--- src/rtl/des_sbox_pkg.sv ---
//------------------------------------------------------------------------------
// Module   : des_sbox_pkg
// Brief    : Shared DES S-box definitions: S5 table, widths, inverse FSM states.
// Revision : 1.0 - initial release
//------------------------------------------------------------------------------
`default_nettype none

package des_sbox_pkg;

  localparam int S5_ROW_W = 2;
  localparam int S5_COL_W = 4;

  typedef enum logic [1:0] {
    S5_INV_IDLE   = 2'd0,
    S5_INV_SEARCH = 2'd1,
    S5_INV_DONE   = 2'd2
  } s5_inv_state_e;

  // Indexed by {row, col}; each 16-entry row is a permutation of 0..15.
  localparam logic [3:0] S5_TABLE [0:63] = '{
    4'd2,  4'd12, 4'd4,  4'd1,  4'd7,  4'd10, 4'd11, 4'd6,
    4'd8,  4'd5,  4'd3,  4'd15, 4'd13, 4'd0,  4'd14, 4'd9,
    4'd14, 4'd11, 4'd2,  4'd12, 4'd4,  4'd7,  4'd13, 4'd1,
    4'd5,  4'd0,  4'd15, 4'd10, 4'd3,  4'd9,  4'd8,  4'd6,
    4'd4,  4'd2,  4'd1,  4'd11, 4'd10, 4'd13, 4'd7,  4'd8,
    4'd15, 4'd9,  4'd12, 4'd5,  4'd6,  4'd3,  4'd0,  4'd14,
    4'd11, 4'd8,  4'd12, 4'd7,  4'd1,  4'd14, 4'd2,  4'd13,
    4'd6,  4'd15, 4'd0,  4'd9,  4'd10, 4'd4,  4'd5,  4'd3
  };

endpackage

`default_nettype wire

--- src/rtl/s_box_s5_inverse_if.sv ---
//------------------------------------------------------------------------------
// Module   : s_box_s5_inverse_if
// Brief    : Request/result bundle for the S5 inverse lookup.
// Revision : 1.0 - initial release
//------------------------------------------------------------------------------
`default_nettype none

interface s_box_s5_inverse_if;

  logic       S_Box_S5_Inv_Start;
  logic [4:1] S_Box_S5_Inv_Value;
  logic [2:1] S_Box_S5_Inv_Row;
  logic [6:1] S_Box_S5_Inv_Output;
  logic       S_Box_S5_Inv_Busy;
  logic       S_Box_S5_Inv_Finish_Flag;

  modport master (
    output S_Box_S5_Inv_Start, S_Box_S5_Inv_Value, S_Box_S5_Inv_Row,
    input  S_Box_S5_Inv_Output, S_Box_S5_Inv_Busy, S_Box_S5_Inv_Finish_Flag
  );

  modport slave (
    input  S_Box_S5_Inv_Start, S_Box_S5_Inv_Value, S_Box_S5_Inv_Row,
    output S_Box_S5_Inv_Output, S_Box_S5_Inv_Busy, S_Box_S5_Inv_Finish_Flag
  );

endinterface

`default_nettype wire

--- src/rtl/s_box_s5_lookup.sv ---
//------------------------------------------------------------------------------
// Module   : s_box_s5_lookup
// Brief    : Combinational forward S5 lookup, (row, col) -> 4-bit value.
// Revision : 1.0 - initial release
//------------------------------------------------------------------------------
`default_nettype none

module s_box_s5_lookup
  import des_sbox_pkg::*;
(
  input  wire logic [S5_ROW_W-1:0] row,
  input  wire logic [S5_COL_W-1:0] col,
  output logic      [3:0]          value
);

  assign value = S5_TABLE[{row, col}];

endmodule

`default_nettype wire

--- src/rtl/s_box_s5_inverse.sv ---
//------------------------------------------------------------------------------
// Module   : s_box_s5_inverse
// Brief    : Serial column-search inverse of DES S5; optional constant-time
//            search selected by macro S5_INV_CONST_TIME_EN.
// Revision : 1.0 - initial release
//------------------------------------------------------------------------------
`default_nettype none

module s_box_s5_inverse
  import des_sbox_pkg::*;
(
  input wire logic             clk,
  input wire logic             rst,
  s_box_s5_inverse_if.slave    bus
);

  localparam logic [1:0] C_ST_IDLE   = 2'(S5_INV_IDLE);
  localparam logic [1:0] C_ST_SEARCH = 2'(S5_INV_SEARCH);
  localparam logic [1:0] C_ST_DONE   = 2'(S5_INV_DONE);

  logic [1:0]          r_state;
  logic [S5_COL_W-1:0] r_col;
  logic [3:0]          r_value;
  logic [S5_ROW_W-1:0] r_row;
  logic [5:0]          r_result;
  logic [5:0]          r_out;
  logic                r_finish;
  logic [3:0]          w_fwd;
  logic                w_hit;
`ifdef S5_INV_CONST_TIME_EN
  logic                r_found;
`endif

  s_box_s5_lookup u_lookup (
    .row   (r_row),
    .col   (r_col),
    .value (w_fwd)
  );

  // Last column is a forced match so the search always terminates.
  assign w_hit = (w_fwd == r_value) || (r_col == 4'hF);

  always_ff @(posedge clk or posedge rst) begin
    if (rst) begin
      r_state  <= C_ST_IDLE;
      r_col    <= '0;
      r_value  <= '0;
      r_row    <= '0;
      r_result <= '0;
      r_out    <= '0;
      r_finish <= 1'b0;
`ifdef S5_INV_CONST_TIME_EN
      r_found  <= 1'b0;
`endif
    end else begin
      r_finish <= 1'b0;
      case (r_state)
        C_ST_IDLE: begin
          if (bus.S_Box_S5_Inv_Start) begin
            r_value <= bus.S_Box_S5_Inv_Value;
            r_row   <= bus.S_Box_S5_Inv_Row;
            r_col   <= '0;
            r_state <= C_ST_SEARCH;
`ifdef S5_INV_CONST_TIME_EN
            r_found <= 1'b0;
`endif
          end
        end
        C_ST_SEARCH: begin
`ifdef S5_INV_CONST_TIME_EN
          if (w_hit && !r_found) begin
            r_result <= {r_row[1], r_col, r_row[0]};
            r_found  <= 1'b1;
          end
          if (r_col == 4'hF) begin
            r_state <= C_ST_DONE;
          end else begin
            r_col <= r_col + 4'd1;
          end
`else
          if (w_hit) begin
            r_result <= {r_row[1], r_col, r_row[0]};
            r_state  <= C_ST_DONE;
          end else begin
            r_col <= r_col + 4'd1;
          end
`endif
        end
        C_ST_DONE: begin
          // Output and Finish update together so Output never changes early.
          r_out    <= r_result;
          r_finish <= 1'b1;
          r_state  <= C_ST_IDLE;
        end
        default: r_state <= C_ST_IDLE;
      endcase
    end
  end

  assign bus.S_Box_S5_Inv_Output      = r_out;
  assign bus.S_Box_S5_Inv_Busy        = (r_state != C_ST_IDLE);
  assign bus.S_Box_S5_Inv_Finish_Flag = r_finish;

endmodule

`default_nettype wire

--- src/flat_wrapper.sv ---
// flat-port wrapper written by rule: the top's interface ports become plain ports
module s_box_s5_inverse_flat import des_sbox_pkg::*;
  (clk, rst, bus_S_Box_S5_Inv_Start, bus_S_Box_S5_Inv_Value, bus_S_Box_S5_Inv_Row, bus_S_Box_S5_Inv_Output, bus_S_Box_S5_Inv_Busy, bus_S_Box_S5_Inv_Finish_Flag);
  s_box_s5_inverse_if bus_i ();
  input wire logic clk;
  input wire logic rst;
  input wire logic [$bits(bus_i.S_Box_S5_Inv_Start)-1:0] bus_S_Box_S5_Inv_Start;
  input wire logic [$bits(bus_i.S_Box_S5_Inv_Value)-1:0] bus_S_Box_S5_Inv_Value;
  input wire logic [$bits(bus_i.S_Box_S5_Inv_Row)-1:0] bus_S_Box_S5_Inv_Row;
  output wire logic [$bits(bus_i.S_Box_S5_Inv_Output)-1:0] bus_S_Box_S5_Inv_Output;
  output wire logic [$bits(bus_i.S_Box_S5_Inv_Busy)-1:0] bus_S_Box_S5_Inv_Busy;
  output wire logic [$bits(bus_i.S_Box_S5_Inv_Finish_Flag)-1:0] bus_S_Box_S5_Inv_Finish_Flag;
  assign bus_i.S_Box_S5_Inv_Start = bus_S_Box_S5_Inv_Start;
  assign bus_i.S_Box_S5_Inv_Value = bus_S_Box_S5_Inv_Value;
  assign bus_i.S_Box_S5_Inv_Row = bus_S_Box_S5_Inv_Row;
  assign bus_S_Box_S5_Inv_Output = bus_i.S_Box_S5_Inv_Output;
  assign bus_S_Box_S5_Inv_Busy = bus_i.S_Box_S5_Inv_Busy;
  assign bus_S_Box_S5_Inv_Finish_Flag = bus_i.S_Box_S5_Inv_Finish_Flag;
  s_box_s5_inverse u_core (.clk(clk), .rst(rst), .bus(bus_i));
endmodule
--- config.mk ---
export PLATFORM = sky130hd
export DESIGN_NAME = s_box_s5_inverse_flat
export DESIGN_NICKNAME = d
export VERILOG_FILES = /design/src/rtl/des_sbox_pkg.sv /design/src/rtl/s_box_s5_inverse_if.sv /design/src/rtl/s_box_s5_lookup.sv /design/src/rtl/s_box_s5_inverse.sv /design/src/flat_wrapper.sv
export SDC_FILE = /design/constraint.sdc
export NUM_CORES = 1
export LEC_CHECK = 0
export ABC_AREA = 1
export BUFFER_PORTS_ARGS = -buffer_cell sky130_fd_sc_hd__buf_2
export CAP_MARGIN = 0
export CORE_MARGIN = 3
export CORE_UTILIZATION = 38
export CTS_BUF_LIST = sky130_fd_sc_hd__clkbuf_16
export CTS_CLUSTER_DIAMETER = 60
export DETAILED_ROUTE_END_ITERATION = 16
export HOLD_SLACK_MARGIN = 0.1
export PLACE_DENSITY = 0.56
export SYNTH_ARGS = -nofsm -noshare
export SYNTH_HDL_FRONTEND = slang
export SYNTH_SLANG_ARGS = --single-unit
--- constraint.sdc ---
create_clock -name clk -period 3.2 [get_ports clk]
set_input_delay 0.32 -clock clk [delete_from_list [all_inputs] [get_ports clk]]
set_output_delay 0.32 -clock clk [all_outputs]
set_load 0.005 [all_outputs]
==> results.json, run 1 <==
{
  "outcome": "finished, final reports clean",
  "gr-total-overflow": 0,
  "setup_tns_ns": 0,
  "numCtsBuffers": 3,
  "rows": 23,
  "max_slew_margin_pct": 37.3,
  "area_growth_pct": 10.7,
  "cp.arrival_ns": 2.72,
  "p_per_area_nw_per_um2": 949,
  "cp_top_family": "simple AND/OR/NAND/NOR gates",
  "drc": 0,
  "worstPathMaxFanout": 10,
  "setup_viol": 0,
  "dieHeight_um": 71.6,
  "p_leak_nw": 1.01,
  "grt_pass1_vias": 1399,
  "ir_drop_v": 0.000375,
  "cp_slowest_stage_delay_ns": 0.50,
  "wire_per_inst_um": 11.9,
  "core_region_area_um2": 4090,
  "place.gp.congestion": 0.913,
  "synth_seq_area_share_pct": 38.2,
  "wl_met1_um": 1740,
  "layout-drive-gt1-share_pct": 11.5,
  "ant_nets": 0,
  "syn_area_um2": 1640,
  "dieArea_um2": 5130,
  "hold_violations": 0,
  "ys_warn_count": 0,
  "cts.sinks": 25,
  "first_pass_iters": 4,
  "crit_slowest_cell": "dfrtp_1",
  "root_buffer": "clkbuf_16",
  "clk-insertion-delay-late_ns": 0.26,
  "initial_core_util_pct": 40.0,
  "vias": 1515,
  "grt_pass1_wl_um": 6400,
  "cp-start-kind": "flip-flop",
  "drv_cap": 0,
  "crit_buf_inv": 2,
  "hpwl_um": 2750,
  "cp-end-kind": "flip-flop",
  "pin_count": 17,
  "avgViaCountPerCell": 5.00,
  "rsz0062_at_grt": "false",
  "synth_nets": 257,
  "syn_inst": 240,
  "worst_pin_slew_ns": 0.939,
  "drt_iter0_markers": 79,
  "drv_slew": 0,
  "final.setup_skew_ns": 0.00215,
  "syn_avg_cell_area_um2": 6.82,
  "clock_path_buffers": 2,
  "crit_chain": "inv_1 -> ha_1 -> inv_1 -> nand2_1 -> nand2_1 -> nand2_1 -> nand3_1 -> nand3_1 -> nand2_1 -> nand2_1 -> nand2_1 -> nor2_1 -> nand2_1 -> nand3_1 -> nand2_2 -> nand2_1 -> nand2_1",
  "finalNonFillerCells": 303,
  "synth_seq_cells": 25,
  "tritoncts": "done",
  "post-route-min-period_ns": 2.58,
  "antennaDiodeCount": 0,
  "min_path_type": "in2async",
  "antenna_found_initial": 0,
  "fin_nets": 271,
  "highest_layer": "met4",
  "grt.total_usage_pct": 15.5,
  "post-route-period-util_pct": 80.5,
  "routed_wl_um": 3610,
  "synth_cell_types": 20,
  "cp_common_cell": "nand2_1",
  "crit_required_ns": 3.35,
  "holdBufCountCts": 0,
  "htree_levels": 1,
  "wl_met2_um": 1660,
  "die_width_um": 71.6,
  "crit_type": "reg2reg",
  "dp_cells": 299,
  "path_clk_slew_ns": 0.06,
  "wl_met3_um": 170,
  "post-cts-setup-buffers": 0,
  "grt_max_degree": 26,
  "portBuffers": 16,
  "cts_resized": 0,
  "fmax_ghz": 0.388
}
==> cells in the mapped netlist <==
cell	instances	area, um2
a21oi_1	7	35.0
buf_2	4	20.0
buf_4	1	7.51
buf_6	2	22.5
clkbuf_1	1	3.75
clkinv_1	1	3.75
dfrtp_1	25	626
ha_1	8	100
inv_1	19	71.3
inv_2	1	3.75
inv_4	1	6.26
nand2_1	93	349
nand2_2	4	25.0
nand3_1	50	250
nor2_1	13	48.8
nor3_1	1	5.00
nor3b_1	1	7.51
o21ai_0	2	10.0
o21ai_1	3	15.0
o21ai_2	3	26.3
==> power breakdown <==
| group | leakage, nW | internal, mW | switching (mW) |
|---|---|---|---|
| Sequential | 0.307 | 0.441 | 0.105 |
| Clock | 0.0423 | 0.167 | 0.106 |
| Combinational | 0.657 | 0.328 | 0.573 |
| Total | 1.01 | 0.935 | 0.785 |
==> final cells by class <==
cell class                      count  area, um2
Clock buffer                        3       75.1
Clock inverter                      1       3.75
Fill cell                         417       2270
Inverter                           22       85.1
Multi-Input combinational cell    185        872
Sequential cell                    25        626
Tap cell                           50       62.6
Timing Repair Buffer               17       87.6
==> per-stage QoR <==
step	setup WS [ns]	utilization [%]	hold slack, ns	area, um2	total power [mW]
detailed placement	0.628	42.4	0.460	1730	1.46
CTS	0.615	44.3	0.299	1810	1.73
finish	0.622	44.3	0.267	1810	1.72
global route	0.269	44.3	0.311	1810	1.91
global placement	0.623	42.4	0.455	1730	1.47
floorplan	0.986	-	0.347	1640	1.26
==> path summary, 6_finish.rpt <==
kind | start | to | slack (ns) | depth (start not counted)
min | rst | u_core.bus.S_Box_S5_Inv_Finish_Flag | 0.27 | 2
max reg2reg | u_core.r_col[0] | u_core.r_col[2] | 0.62 | 17
max in group asynchronous | rst | u_core.r_col[2] | 2.36 | 2
min reg2reg | u_core.r_result[4] | u_core.bus.S_Box_S5_Inv_Output[5] | 0.47 | 2
min in group clk | bus_S_Box_S5_Inv_Value[0] | u_core.r_value[0] | 0.31 | 3
max | u_core.r_col[0] | u_core.r_col[2] | 0.62 | 17
==> layout by cell type (no fill, tap or decap) <==
master	instances
a21oi_1	7
buf_2	16
buf_4	1
clkbuf_16	3
clkinv_1	1
dfrtp_1	25
ha_1	8
inv_1	20
inv_2	1
inv_4	1
nand2_1	93
nand2_2	4
nand3_1	50
nor2_1	13
nor3_1	1
nor3b_1	1
o21ai_0	2
o21ai_1	3
o21ai_2	3
==> flip-flops by register name, indices dropped and copies added (netlist names) <==
register / flops
u_core.r_col: 4
u_core.bus.S_Box_S5_Inv_Finish_Flag: 1
u_core.r_value: 4
u_core.r_result: 6
u_core.r_row: 2
u_core.bus.S_Box_S5_Inv_Output: 6
u_core.r_state: 2
==> kinds of logic after synthesis <==
kind of cell / Yosys count / share of synthesized area, %
AND/OR/NAND/NOR: 162 / 41.9
flip-flops: 25 / 38.2
adder cells (fa/ha/maj): 8 / 6.12
AO/OA/AOI/OAI: 15 / 5.28
buffers and inverters: 30 / 8.49
==> routing by layer <==
layer | track usage [%] | vias up
li1 | - | 791
met1 | 21.8 | 683
met2 | 24.6 | 37
met3 | 2.24 | 4
met4 | 4.80 | 0
met5 | 0 | -
==> worst reg2reg max path: cells and delay by family (launching register included) <==
family | cells | cell delay (ns)
fa+ha+maj | 1 | 0.40
buf+inv | 2 | 0.31
simple gates | 14 | 1.25
flops | 1 | 0.50
Note: power is estimated with default switching activity, not from simulation.
==> run 2, diff against run 1 <==
--- a/config.mk
+++ b/config.mk
@@ -14,7 +14,7 @@
 export CTS_CLUSTER_DIAMETER = 60
 export DETAILED_ROUTE_END_ITERATION = 16
 export HOLD_SLACK_MARGIN = 0.1
-export PLACE_DENSITY = 0.56
+export PLACE_DENSITY = 0.58
 export SYNTH_ARGS = -nofsm -noshare
 export SYNTH_HDL_FRONTEND = slang
 export SYNTH_SLANG_ARGS = --single-unit
==> constraint.sdc (replaced) <==
create_clock -name clk -period 2.1 [get_ports clk]
set_input_delay 0.21 -clock clk [delete_from_list [all_inputs] [get_ports clk]]
set_output_delay 0.21 -clock clk [all_outputs]
set_load 0.005 [all_outputs]
==> run 2 against run 1 <==
Die area unchanged; final area is 24% higher; routed wire length grew 17%; critical path depth is the same; worst setup slack worse by 0.57 ns; clock power rose by 66%; maximum frequency increased by 26%; clock skew up 0.0083 ns; sequential power rose by 45%.
==> results.json, run 2 (same netlist as run 1, synthesis figures left out) <==
{
  "outcome": "finished, final reports clean",
  "ir_drop_v": 0.000632,
  "grt_max_degree": 26,
  "rsz0062_at_grt": "true",
  "post-route-min-period_ns": 2.05,
  "numCtsBuffers": 3,
  "tritoncts": "done",
  "p_leak_nw": 1.17,
  "design_area_um2": 2250,
  "routed_wl_um": 4220,
  "post-route-period-util_pct": 97.5,
  "reg2reg_depth": 17,
  "hold_violations": 0,
  "crit_type": "reg2reg",
  "core_region_area_um2": 4090,
  "p_per_area_nw_per_um2": 1500,
  "final.setup_skew_ns": 0.0105,
  "clk-insertion-delay-late_ns": 0.27,
  "path_clk_slew_ns": 0.07,
  "utilization_pct": 55.1,
  "final_cell_mix": "nand2_1, nand3_1, dfrtp_1",
  "crit_start": "u_core.r_col[1]",
  "cp-start-kind": "flip-flop",
  "drt_iter0_markers": 76,
  "ant_nets": 0,
  "wire_per_inst_um": 13.0,
  "drv_slew": 0,
  "gr-total-overflow": 0,
  "dp_cells": 314,
  "r2r_setup_slack_ns": 0.05,
  "area_growth_pct": 37.6,
  "worstPathMaxFanout": 5,
  "fmax_ghz": 0.488,
  "antennaDiodeCount": 0,
  "max_slew_margin_pct": 53.9,
  "avgViaCountPerCell": 5.01,
  "antenna_found_initial": 0,
  "first_pass_iters": 4,
  "clock_path_buffers": 2,
  "fin_nets": 292,
  "r2r-end": "u_core.r_col[2]",
  "drc": 0,
  "worstReg2RegStart": "u_core.r_col[1]",
  "dieArea_um2": 5130,
  "cts.sinks": 25,
  "rows": 23,
  "place.gp.congestion": 0.872,
  "vias": 1622,
  "holdWs_ns": 0.182,
  "grt_pass1_wl_um": 6560,
  "hpwl_um": 2850,
  "pin_count": 17,
  "root_buffer": "clkbuf_16",
  "grt.total_usage_pct": 16.1,
  "worst_pin_slew_ns": 0.690,
  "cp-end-kind": "flip-flop",
  "drv_cap": 0,
  "portBuffers": 16,
  "crit_end": "u_core.r_col[2]",
  "grt_pass1_vias": 1415,
  "final_common_cell": "nand2_1",
  "cp.arrival_ns": 2.21,
  "setup_viol": 0,
  "min_path_type": "in2reg",
  "crit_required_ns": 2.26,
  "initial_core_util_pct": 40.0,
  "htree_levels": 1,
  "dieHeight_um": 71.6,
  "place_area_um2": 1850,
  "layout-drive-gt1-share_pct": 37.2,
  "die_width_um": 71.6,
  "finalNonFillerCells": 324
}
run 2: cell types whose count changed in the layout (fill, tap and decap cells not counted), sizes merged:
cell,before,now
buf,17,36
clkinvlp,0,1
dlygate4sd3,0,1
inv,22,21
nand2,97,98
run 2: report_power, final:
part / internal (mW) / leakage [nW] / switching [mW]
clock: 0.259 / 0.0371 / 0.192
combinational: 0.873 / 0.824 / 1.26
sequential: 0.675 / 0.305 / 0.118
total: 1.81 / 1.17 / 1.57
run 2: how the worst min path moves through the flow:
stage                                   start                             endpoint  depth (start not counted)
finish                bus_S_Box_S5_Inv_Row[0]                      u_core.r_row[0]                          3
detailed placement                        rst                    u_core.r_state[1]                          3
global route        bus_S_Box_S5_Inv_Value[2]                    u_core.r_value[2]                          3
CTS                   bus_S_Box_S5_Inv_Row[0]                      u_core.r_row[0]                          3
floorplan                                 rst  u_core.bus.S_Box_S5_Inv_Finish_Flag                          1
global placement                          rst    u_core.bus.S_Box_S5_Inv_Output[1]                          3
run 2: layer usage:
layer | vias up | track usage [%] | part of all wire (%)
li1 | 837 | - | -
met1 | 724 | 22.0 | 45
met2 | 52 | 25.9 | 48
met3 | 9 | 3.79 | 5.6
met4 | 0 | 3.34 | 1.8
met5 | - | 0 | 0
run 2: repair_timing:
item                                    in CTS  in global routing
endpoints found under the hold margin       25                  0
hold buffers                                 1                  0
gates resized for setup                      2                 65
setup buffers                                0                  4
gates cloned                                 0                  1
endpoints found under the setup margin       7                 12
pin swaps                                    0                 19
run 2: stage by stage:
step                      setup TNS [ns]  setup slack, ns  total power, mW
after global routing              -0.989           -0.127             3.66
after CTS                              0           0.0218             2.87
after detailed placement               0          0.00198             2.39
final                                  0           0.0528             3.38
after floorplan                        0          0.00105             1.92
after global placement                 0           0.0298             2.39
run 2: worst max-delay path, cell delays in order (launching register included):
cell and delay [ns]:
dfrtp_2 0.43, inv_2 0.09, ha_4 0.22, inv_4 0.06, nand2_4 0.07, nand2_2 0.08, nand2_2 0.06, nand3_2 0.08
nand3_2 0.09, nand2_1 0.08, nand2_1 0.05, nand2_1 0.06, nor2_1 0.04, nand2_1 0.11, nand3_2 0.12, buf_6 0.18
nand3_1 0.06, nand2_1 0.06
run 2: final cells by class:
| class | instances | area, um2 |
|---|---|---|
| Multi-Input combinational cell | 186 | 1120 |
| Sequential cell | 25 | 628 |
| Clock buffer | 3 | 75.1 |
| Timing Repair Buffer | 37 | 267 |
| Tap cell | 50 | 62.6 |
| Inverter | 22 | 87.6 |
| Fill cell | 376 | 1830 |
| Clock inverter | 1 | 7.51 |
